--- src/rtl/da_z2_engine.sv ---
// da_z2_engine: distributed-arithmetic engine for the DCT z2 partial output.
// The engine shifts the four samples out LSB-first and uses the bits to address
// the z2 coefficient ROM. Each returned Q2.14 word is shift-accumulated into a
// full-precision result. Bit 0 of x0 folds the table: when it is set, the address
// is inverted and the ROM word is negated. This halves the ROM to 8 words.
module da_z2_engine #(
    parameter int DW = 16,
    parameter int CW = 16,
    parameter int AW = DW + CW + 2
) (
    input  logic                 clk,
    input  logic                 rst,
    input  logic                 start,
    output logic                 in_ready,
    input  logic signed [DW-1:0] x0,
    input  logic signed [DW-1:0] x1,
    input  logic signed [DW-1:0] x2,
    input  logic signed [DW-1:0] x3,
    output logic                 rom_cs,
    output logic [2:0]           rom_addr,
    input  logic signed [CW-1:0] rom_data,
    output logic                 out_valid,
    input  logic                 out_ready,
    output logic signed [AW-1:0] z
);

    localparam int CNTW = (DW > 1) ? $clog2(DW) : 1;
    localparam logic [CNTW-1:0] LAST_BIT = CNTW'(DW - 1);

    typedef enum logic [1:0] {
        S_WAIT,
        S_IDLE,
        S_RUN,
        S_DONE
    } state_e;

    state_e state_q, state_d;

    logic [DW-1:0]         s0_q, s0_d;
    logic [DW-1:0]         s1_q, s1_d;
    logic [DW-1:0]         s2_q, s2_d;
    logic [DW-1:0]         s3_q, s3_d;
    logic [CNTW-1:0]       cnt_q, cnt_d;
    logic signed [AW-1:0]  acc_q, acc_d;
    logic signed [AW-1:0]  z_q, z_d;
    logic                  rom_cs_q, rom_cs_d;
    logic [2:0]            rom_addr_q, rom_addr_d;
    logic                  neg_q, neg_d;

    logic                  accept;
    logic                  last_bit;
    logic signed [AW-1:0]  term;
    logic signed [AW-1:0]  term_shifted;

    // Fold one bit-slice into {neg, addr}. When b0 is set, the complementary
    // address is used and the ROM word is negated.
    function automatic logic [3:0] fold_bits(input logic b0, input logic b1,
                                             input logic b2, input logic b3);
        if (b0) begin
            fold_bits = {1'b1, ~{b1, b2, b3}};
        end else begin
            fold_bits = {1'b0, b1, b2, b3};
        end
    endfunction

    assign accept   = start && in_ready;
    assign last_bit = (cnt_q == LAST_BIT);

    assign rom_cs   = rom_cs_q;
    assign rom_addr = rom_addr_q;
    assign z        = z_q;

    // State register, cleared to WAIT on reset.
    always_ff @(posedge clk) begin
        if (rst) begin
            state_q <= S_WAIT;
        end else begin
            state_q <= state_d;
        end
    end

    // Next-state logic: one settling cycle, then the accept / run / handshake loop.
    always_comb begin
        state_d = state_q;
        case (state_q)
            S_WAIT: state_d = S_IDLE;
            S_IDLE: if (accept)    state_d = S_RUN;
            S_RUN:  if (last_bit)  state_d = S_DONE;
            S_DONE: if (out_ready) state_d = S_IDLE;
            default: state_d = S_WAIT;
        endcase
    end

    // Handshake outputs decoded directly from the state.
    always_comb begin
        in_ready  = (state_q == S_IDLE);
        out_valid = (state_q == S_DONE);
    end

    // Datapath: load on accept, then one shift-accumulate step per bit.
    // The final bit has negative weight (two's complement sign), so it is subtracted.
    always_comb begin
        s0_d       = s0_q;
        s1_d       = s1_q;
        s2_d       = s2_q;
        s3_d       = s3_q;
        cnt_d      = cnt_q;
        acc_d      = acc_q;
        z_d        = z_q;
        rom_cs_d   = rom_cs_q;
        rom_addr_d = rom_addr_q;
        neg_d      = neg_q;

        term = AW'(rom_data);
        if (neg_q) begin
            term = -term;
        end
        term_shifted = term <<< cnt_q;

        case (state_q)
            S_IDLE: begin
                if (accept) begin
                    s0_d                = {1'b0, x0[DW-1:1]};
                    s1_d                = {1'b0, x1[DW-1:1]};
                    s2_d                = {1'b0, x2[DW-1:1]};
                    s3_d                = {1'b0, x3[DW-1:1]};
                    acc_d               = '0;
                    cnt_d               = '0;
                    rom_cs_d            = 1'b1;
                    {neg_d, rom_addr_d} = fold_bits(x0[0], x1[0], x2[0], x3[0]);
                end
            end
            S_RUN: begin
                if (last_bit) begin
                    acc_d      = acc_q - term_shifted;
                    z_d        = acc_q - term_shifted;
                    rom_cs_d   = 1'b0;
                    rom_addr_d = 3'b000;
                    neg_d      = 1'b0;
                end else begin
                    acc_d               = acc_q + term_shifted;
                    cnt_d               = cnt_q + 1'b1;
                    {neg_d, rom_addr_d} = fold_bits(s0_q[0], s1_q[0], s2_q[0], s3_q[0]);
                    s0_d                = {1'b0, s0_q[DW-1:1]};
                    s1_d                = {1'b0, s1_q[DW-1:1]};
                    s2_d                = {1'b0, s2_q[DW-1:1]};
                    s3_d                = {1'b0, s3_q[DW-1:1]};
                end
            end
            default: ;
        endcase
    end

    // Datapath registers. Reset discards any partial result.
    always_ff @(posedge clk) begin
        if (rst) begin
            s0_q       <= '0;
            s1_q       <= '0;
            s2_q       <= '0;
            s3_q       <= '0;
            cnt_q      <= '0;
            acc_q      <= '0;
            z_q        <= '0;
            rom_cs_q   <= 1'b0;
            rom_addr_q <= 3'b000;
            neg_q      <= 1'b0;
        end else begin
            s0_q       <= s0_d;
            s1_q       <= s1_d;
            s2_q       <= s2_d;
            s3_q       <= s3_d;
            cnt_q      <= cnt_d;
            acc_q      <= acc_d;
            z_q        <= z_d;
            rom_cs_q   <= rom_cs_d;
            rom_addr_q <= rom_addr_d;
            neg_q      <= neg_d;
        end
    end

endmodule

--- config.mk ---
export PLATFORM = sky130hd
export DESIGN_NAME = da_z2_engine
export DESIGN_NICKNAME = d
export VERILOG_FILES = /design/src/rtl/da_z2_engine.sv
export SDC_FILE = /design/constraint.sdc
export NUM_CORES = 1
export LEC_CHECK = 0
export ABC_AREA = 1
export BUFFER_PORTS_ARGS = -buffer_cell sky130_fd_sc_hd__buf_2
export CAP_MARGIN = 10
export CORE_AREA = 2 2 242 184
export DETAILED_ROUTE_END_ITERATION = 16
export DIE_AREA = 0 0 244 186
export PLACE_DENSITY_LB_ADDON = 0.3
export SYNTH_ARGS = -nofsm -noshare
export SYNTH_HDL_FRONTEND = slang
export SYNTH_SLANG_ARGS = --single-unit
export TNS_END_PERCENT = 20
--- constraint.sdc ---
create_clock -name clk -period 4.6 [get_ports clk]
set_clock_uncertainty 0.15 [all_clocks]
set_input_delay 0.23 -clock clk [delete_from_list [all_inputs] [get_ports clk]]
set_output_delay 0.23 -clock clk [all_outputs]
set_load 0.1 [all_outputs]
==> metrics.md, run 1 <==
| Metric | Value |
|---|---|
| Outcome | `finished clean` |
| R2r endpoint | `acc_q[26]` |
| Setup_tns | `0 ps` |
| Postcts setup bufs | `0` |
| Std cell rows | `66` |
| Sequential fraction of the synthesis area | `between 20% and 30%` |
| Least-Margin Pin Slew | `~790 ps` |
| Yosys warns | `0` |
| Max-slew violations | `0` |
| Lkg Pwr | `about 7.5 nW` |
| Synth Area in Compound Gates | `a little under a quarter` |
| Syn nets | `2108` |
| Final setup viols | `0` |
| IO Count | `between 100 and 150` |
| Adder-Cell Fraction of Synth Area | `8.92%` |
| Hold Path Class | `in -> reg` |
| Routed Antenna Nets | `0` |
| Synth Area in XOR/XNOR | `2.55%` |
| Reg2Reg Depth | `26` |
| Setup ws final | `331 ps` |
| Initial antenna violation count | `0` |
| Pin count of the biggest net entering global routing | `71` |
| Buf+Inv Stages, Crit Path | `4` |
| IO buf count | `123` |
| Layout cells sized above 1 | `approximately a fifth` |
| First-pass GRT wire length | `about 76000 um` |
| Max transition margin | `a little under half` |
| Placed wire-length estimate | `38200 um` |
| Setup Crit Path Kind | `in -> reg` |
| Post-Syn Area | `roughly 12000 sq um` |
| CTS buffer count | `17` |
| WP data required | `approximately 4800 ps` |
| Core ar. | `between 40000 and 50000 sq um` |
| WL/cell | `between 15 and 20 um` |
| Synth Area per Inst | `between 6 and 7 sq um` |
| Crit path launch | `rom_data[0]` |
| Initial Utilization | `about 28%` |
| Antenna cells | `0` |
| DRT iter0 DRCs | `1400` |
| Maximum fanout along the worst path | `8` |
| Die footprint | `between 40000 and 50000 sq um` |
| Max Buffers Root-to-Sink | `2` |
| Max stage delay on crit path | `roughly 480 ps` |
| #FFs+latches synth | `139` |
| Final wirelength | `between 40000 and 50000 um` |
| Post-synth cell types | `55` |
| Post-synthesis mux area share | `0%` |
| R2R setup slack | `340 ps` |
| Clock Sinks | `approximately 140` |
| CP top delay family | `compound AO/OA/AOI/OAI gates` |
| Nets@finish | `approximately 2400` |
| H-tree depth | `4` |
| Pwr Density | `737 nW/um^2` |
| Die Height | `around 190 um` |
| Largest family of logic cells by synthesized area | `simple AND/OR/NAND/NOR gates` |
| Arrival time of the worst setup path | `between 4000 and 5000 ps` |
| Tcrit/Tclk final | `a little over 90%` |
| Setup WS pre-CTS | `-266 ps` |
| Synth-to-Final Area Change | `28.7%` |
| CTS tree | `done` |
| Vias in the first global route | `between 10000 and 15000` |
| Worst path slowest cell | `ha_1` |
| GRT Resource Usage Total | `between 20% and 30%` |
| Max-cap violations | `0` |
| Placer congestion estimate | `~1.0` |
| Critical path capture point type | `register` |
| Pre-antenna DRT Iters | `6` |
| RSZ-0062 raised after global routing | `true` |
| Maximum vdd drop | `396 uV` |
| Crit path depth | `25` |
| Via count | `~14000` |
| F_max | `~0.23 GHz` |
| Skew-Pair Late Insertion Delay | `around 450 ps` |
| Post-Syn Instances | `around 1900` |
| Simple-gate area share of the yosys netlist | `30.3%` |
| Startpoint Class | `input pin` |
| Total design power | `between 10 and 15 mW` |
| Final hold violations | `0` |
| Die W | `roughly 240 um` |
| Clock root cell | `clkbuf_16` |
| Clock slew at reported path FFs | `approximately 80 ps` |
| Crit path capture | `acc_q[22]` |
| DR DRC count | `0` |
| Worst R2R Start | `neg_q` |
| Fill cells | `between 4000 and 5000` |
| Min Clock Period, post-route | `roughly 4300 ps` |
| DR vias/cell | `between 5 and 6` |
| Grt total ovfl | `0` |
-- worst register-to-register path, delay by kind of cell, from the launching register on --
kind,cells,cell delay (ps)
adder cells (fa/ha/maj),1,350
AND/OR/NAND/NOR,11,1140
XOR/XNOR,1,230
buffers and inverters,7,740
AO/OA/AOI/OAI,6,1070
flip-flops,1,440
-- final cells by class --
class	count	area, sq um	area share [%]
well taps	578	723	4.70
flip-flops and latches	139	2780	18.1
repair buffers	344	2440	15.9
multi-input cells	1457	7900	51.4
clock buffers	18	429	2.79
inverters	251	947	6.16
clock inverters	14	150	0.976
-- report_power, final --
group | switching, mW | total (mW) | internal (mW)
clock | 0.686 | 1.41 | 0.728
sequential | 0.223 | 1.74 | 1.51
combinational | 5.31 | 8.18 | 2.87
total | 6.22 | 11.3 | 5.11
-- cell usage after synthesis (all sizes together) --
library cell,count,area (sq um)
clkbuf,56,210
o221ai,1,8.76
a221oi,1,8.76
fa,2,40.0
o32ai,1,8.76
a31oi,75,475
nand3,159,796
and3,3,18.8
clkinv,3,16.3
o22ai,2,12.5
and2,1,6.26
nor3b,1,7.51
buf,37,208
xor2,28,253
nor2,173,697
or3,1,6.26
nor3,14,80.1
o31ai,1,7.51
inv,248,931
ha,82,1030
dfxtp,139,2780
o21a,4,30.0
a21oi,145,752
or2,14,87.6
nor4,4,25.0
a211oi,3,22.5
o21bai,11,97.6
xnor2,6,52.6
nand2,463,1760
a21o,12,90.1
o211ai,34,255
a21boi,3,22.5
o21ai,192,1020
nand4,17,106
nand3b,4,30.0
-- registers in the layout, summed over array words and instances, names as in the netlist --
name	cells
acc_q	34
cnt_q	4
neg_q	1
rom_addr	3
rom_cs	1
s0_q	15
s1_q	15
s2_q	15
s3_q	15
state_q	2
z	34
-- per-stage QoR --
step	instances	instance area, sq um	hold slack (ps)	utilization (%)
3_5_place_dp	2706	14100	307	32.8
6_report	2801	15400	52.4	35.7
4_1_cts	2801	15300	32.6	35.6
5_1_grt	2801	15400	71.8	35.7
2_1_floorplan	1940	12000	223	-
3_3_place_gp	2706	14100	304	32.8
-- layout by cell type (no fill, tap or decap), types with 4 or more instances in the layout --
cell type	n
a21o_1	12
a21oi_1	138
a21oi_2	6
a31oi_1	73
buf_2	123
buf_4	157
clkbuf_16	17
dfxtp_1	138
dlygate4sd3_1	63
ha_1	80
inv_1	211
inv_2	38
inv_6	5
inv_8	5
nand2_1	453
nand2_2	10
nand3_1	158
nand3b_1	4
nand4_1	17
nor2_1	154
nor2_2	16
nor3_1	12
o211ai_1	34
o21a_1	4
o21ai_0	145
o21ai_1	34
o21ai_2	10
o21bai_1	9
or2_1	9
xnor2_1	6
xor2_1	25
-- what timing repair did --
item,CTS,global route
endpoints found under the setup margin,0,40
hold endpoints to repair,63,0
resized for setup,0,20
hold buffers,63,0
-- worst min-delay path by stage --
stage | start | endpoint | slack [ps] | cells past startpoint
5_1_grt | out_ready | state_q[1] | 70 | 4
6_report | x0[0] | rom_addr[2] | 50 | 4
3_5_place_dp | s3_q[11] | s3_q[10] | 310 | 2
2_1_floorplan | x0[15] | s0_q[14] | 220 | 2
4_1_cts | x0[0] | rom_addr[2] | 30 | 4
3_3_place_gp | s3_q[9] | s3_q[8] | 300 | 2
-- cell families (layout without fill, tap and decap cells) --
kind of cell | after synthesis | after routing
simple gates | 854 | 854
compound gates | 485 | 485
buf+inv | 344 | 627
fa+ha+maj | 84 | 84
xor+xnor | 34 | 34
flops | 139 | 139
-- per-layer routing --
metal | track usage (%) | part of all wire [%]
met2 | 32.7 | 41
met4 | 5.27 | 1.9
met3 | 5.68 | 8.8
met1 | 30.6 | 48
met5 | 0 | 0
(Power assumes the default switching activity.)
==> run 2, diff against run 1 <==
--- a/config.mk
+++ b/config.mk
@@ -11,7 +11,7 @@
 export CORE_AREA = 2 2 242 184
 export DETAILED_ROUTE_END_ITERATION = 16
 export DIE_AREA = 0 0 244 186
-export PLACE_DENSITY_LB_ADDON = 0.3
+export PLACE_DENSITY = 0.41
 export SYNTH_ARGS = -nofsm -noshare
 export SYNTH_HDL_FRONTEND = slang
 export SYNTH_SLANG_ARGS = --single-unit
==> run 2 against run 1 <==
Net effect:
- setup slack better by 15 ps
- first-iteration DRC count down 17%
- routed wire length up 5.0%
- final cell count up 1.1%
- design area up 1.6%
- critical path depth up 2
- sequential power about the same
- total power up 3.3%
- clock-buffer cell count down 1
- sequential share of layout area down 0.29 points
- largest power group unchanged
- highest routed layer unchanged
==> metrics.md, run 2 (same netlist as run 1, synthesis figures left out) <==
| Metric | Value |
|---|---|
| First-pass GRT wire length | `slightly below 80000 um` |
| M1 WL | `between 20000 and 30000 um` |
| DR vias/cell | `4.94` |
| Std cell rows | `66` |
| Critical path capture point type | `register` |
| Sequential share of power | `between 10% and 20%` |
| Die Height | `186 um` |
| Cell Count, Final, Fillers Out | `2833` |
| DR DRC count | `0` |
| Hold depth | `3` |
| Startpoint Class | `input pin` |
| Pint | `5.42 mW` |
| Nets@finish | `around 2400` |
| Max transition margin | `32.7%` |
| Combinational share of power | `around three quarters` |
| Final instance area | `between 15000 and 20000 sq um` |
| Pre-antenna DRT Iters | `5` |
| Core ar. | `between 40000 and 50000 sq um` |
| Final setup viols | `0` |
| Worst path slowest cell | `o21ai_0` |
| Initial antenna violation count | `0` |
| Max stage delay on crit path | `440 ps` |
| H-tree depth | `4` |
| DRT iter0 DRCs | `between 1000 and 1500` |
| WL/cell | `18.3 um` |
| IO Count | `about 120` |
| Reg2Reg Depth | `23` |
| Grt total ovfl | `0` |
| Maximum vdd drop | `413 uV` |
| IO buf count | `roughly 120` |
| Buf+Inv Stages, Crit Path | `6` |
| Pwr Density | `approximately 750 nW/um^2` |
| Tcrit/Tclk final | `92.5%` |
| Total design power | `~12 mW` |
| Sw Ratio | `between 50% and 60%` |
| Setup Crit Path Kind | `in -> reg` |
| Final wirelength | `between 50000 and 60000 um` |
| WP data required | `around 4800 ps` |
| F_max | `about 0.24 GHz` |
| Skew-Pair Late Insertion Delay | `460 ps` |
| Arrival time of the worst setup path | `4420 ps` |
| Postcts setup bufs | `0` |
| GRT Resource Usage Total | `23.2%` |
| Min Clock Period, post-route | `between 4000 and 5000 ps` |
| CP top delay family | `simple AND/OR/NAND/NOR gates` |
| Most frequent cells in the layout | `nand2_1, inv_1, buf_4, nand3_1, nor2_1` |
| Pin count of the biggest net entering global routing | `between 60 and 70` |
| Max Used Layer | `met4` |
| Die W | `around 240 um` |
| Vias in the first global route | `13300` |
| Max-slew violations | `0` |
| Via count | `about 14000` |
| Outcome | `finished clean` |
| Routed Antenna Nets | `0` |
| Clock Sinks | `139` |
| Final hold violations | `0` |
| Synth-to-Final Area Change | `30.8%` |
| Net switching power | `between 6 and 7 mW` |
| Placer congestion estimate | `around 0.94` |
| CTS tree | `done` |
| RSZ-0062 raised after global routing | `false` |
| Met3 wire length | `around 3800 um` |
| Clock root cell | `clkbuf_16` |
| Max-cap violations | `0` |
| Clock slew at reported path FFs | `70 ps` |
| Hold Path Class | `in -> reg` |
| Max Buffers Root-to-Sink | `2` |
| CTS buffer count | `17` |
| Die footprint | `45400 sq um` |
| Placement Cell Area | `between 10000 and 15000 sq um` |
| Wire length on met2 | `~20000 um` |
| Layout cells sized above 1 | `roughly 20%` |
| Crit path depth | `27` |
| Least-Margin Pin Slew | `roughly 1000 ps` |
| Commonest non-fill, non-tap cell in the layout | `nand2_1` |
| Initial Utilization | `between 20% and 30%` |
| Maximum fanout along the worst path | `4` |
| Placed insts | `roughly 2700` |
| Antenna cells | `0` |
| Placed wire-length estimate | `a little over 40000 um` |
| Lkg Pwr | `7.60 nW` |
| Clock power share | `between 10 and 15%` |
==> run 2: changes by cell type in the layout (fill, tap and decap cells not counted), sizes merged <==
| cell | change |
|---|---|
| buf | +32 |
| inv | -7 |
| bufinv | +2 |
| clkinv | +2 |
| clkinvlp | +2 |
| dlygate4sd3 | +2 |
| clkbuf | -1 |
==> run 2: area by class of cell <==
type	instances	area, sq um
clock buffer	17	425
timing repair buffer	378	2710
tap	578	723
multi-input combinational	1457	7900
inverter	251	947
sequential	139	2780
clock inverter	13	145
fill	4717	27400
==> run 2: final timing paths <==
kind	startpoint	endpoint	slack (ps)
setup / recovery	rom_data[2]	acc_q[23]	350
hold / removal	x0[0]	rom_addr[2]	40
setup reg to reg	neg_q	acc_q[23]	360
hold reg to reg	s0_q[3]	s0_q[2]	320
==> run 2: power by group through the flow <==
stage	logic [mW]	clock network [mW]	registers [mW]
after global routing	9.41	1.51	1.78
after global placement	8.28	0	1.75
after CTS	8.34	1.47	1.73
after floorplan	4.74	0	1.79
final	8.56	1.41	1.74
after detailed placement	8.24	0	1.75
==> run 2: repair_timing <==
action / in CTS / in global routing
endpoints found under the hold margin: 63 / 0
endpoints found under the setup margin: 0 / 34
hold buffers: 65 / 0
resized for setup: 0 / 24
==> run 2: stage by stage <==
step                utilization (%)  setup slack, ps  setup TNS, ps  hold WS, ps
floorplan                         -              747              0          223
global placement               33.3             -166           -695          306
detailed placement             33.3            -87.3           -454          309
CTS                            36.1              162              0        0.198
global route                   36.3             5.23              0         38.3
finish                         36.3              346              0         40.5
==> run 2: metal layers <==
metal | vias up | global-route usage (%)
li1 | 7028 | -
met5 | - | 0
met4 | 0 | 7.20
met1 | 6496 | 35.3
met3 | 55 | 4.76
met2 | 406 | 31.7
==> run 2: tightest hold or removal path, cell delays in order <==
cell,delay [ps]
buf_2,140
o21ai_0,90
a31oi_1,150
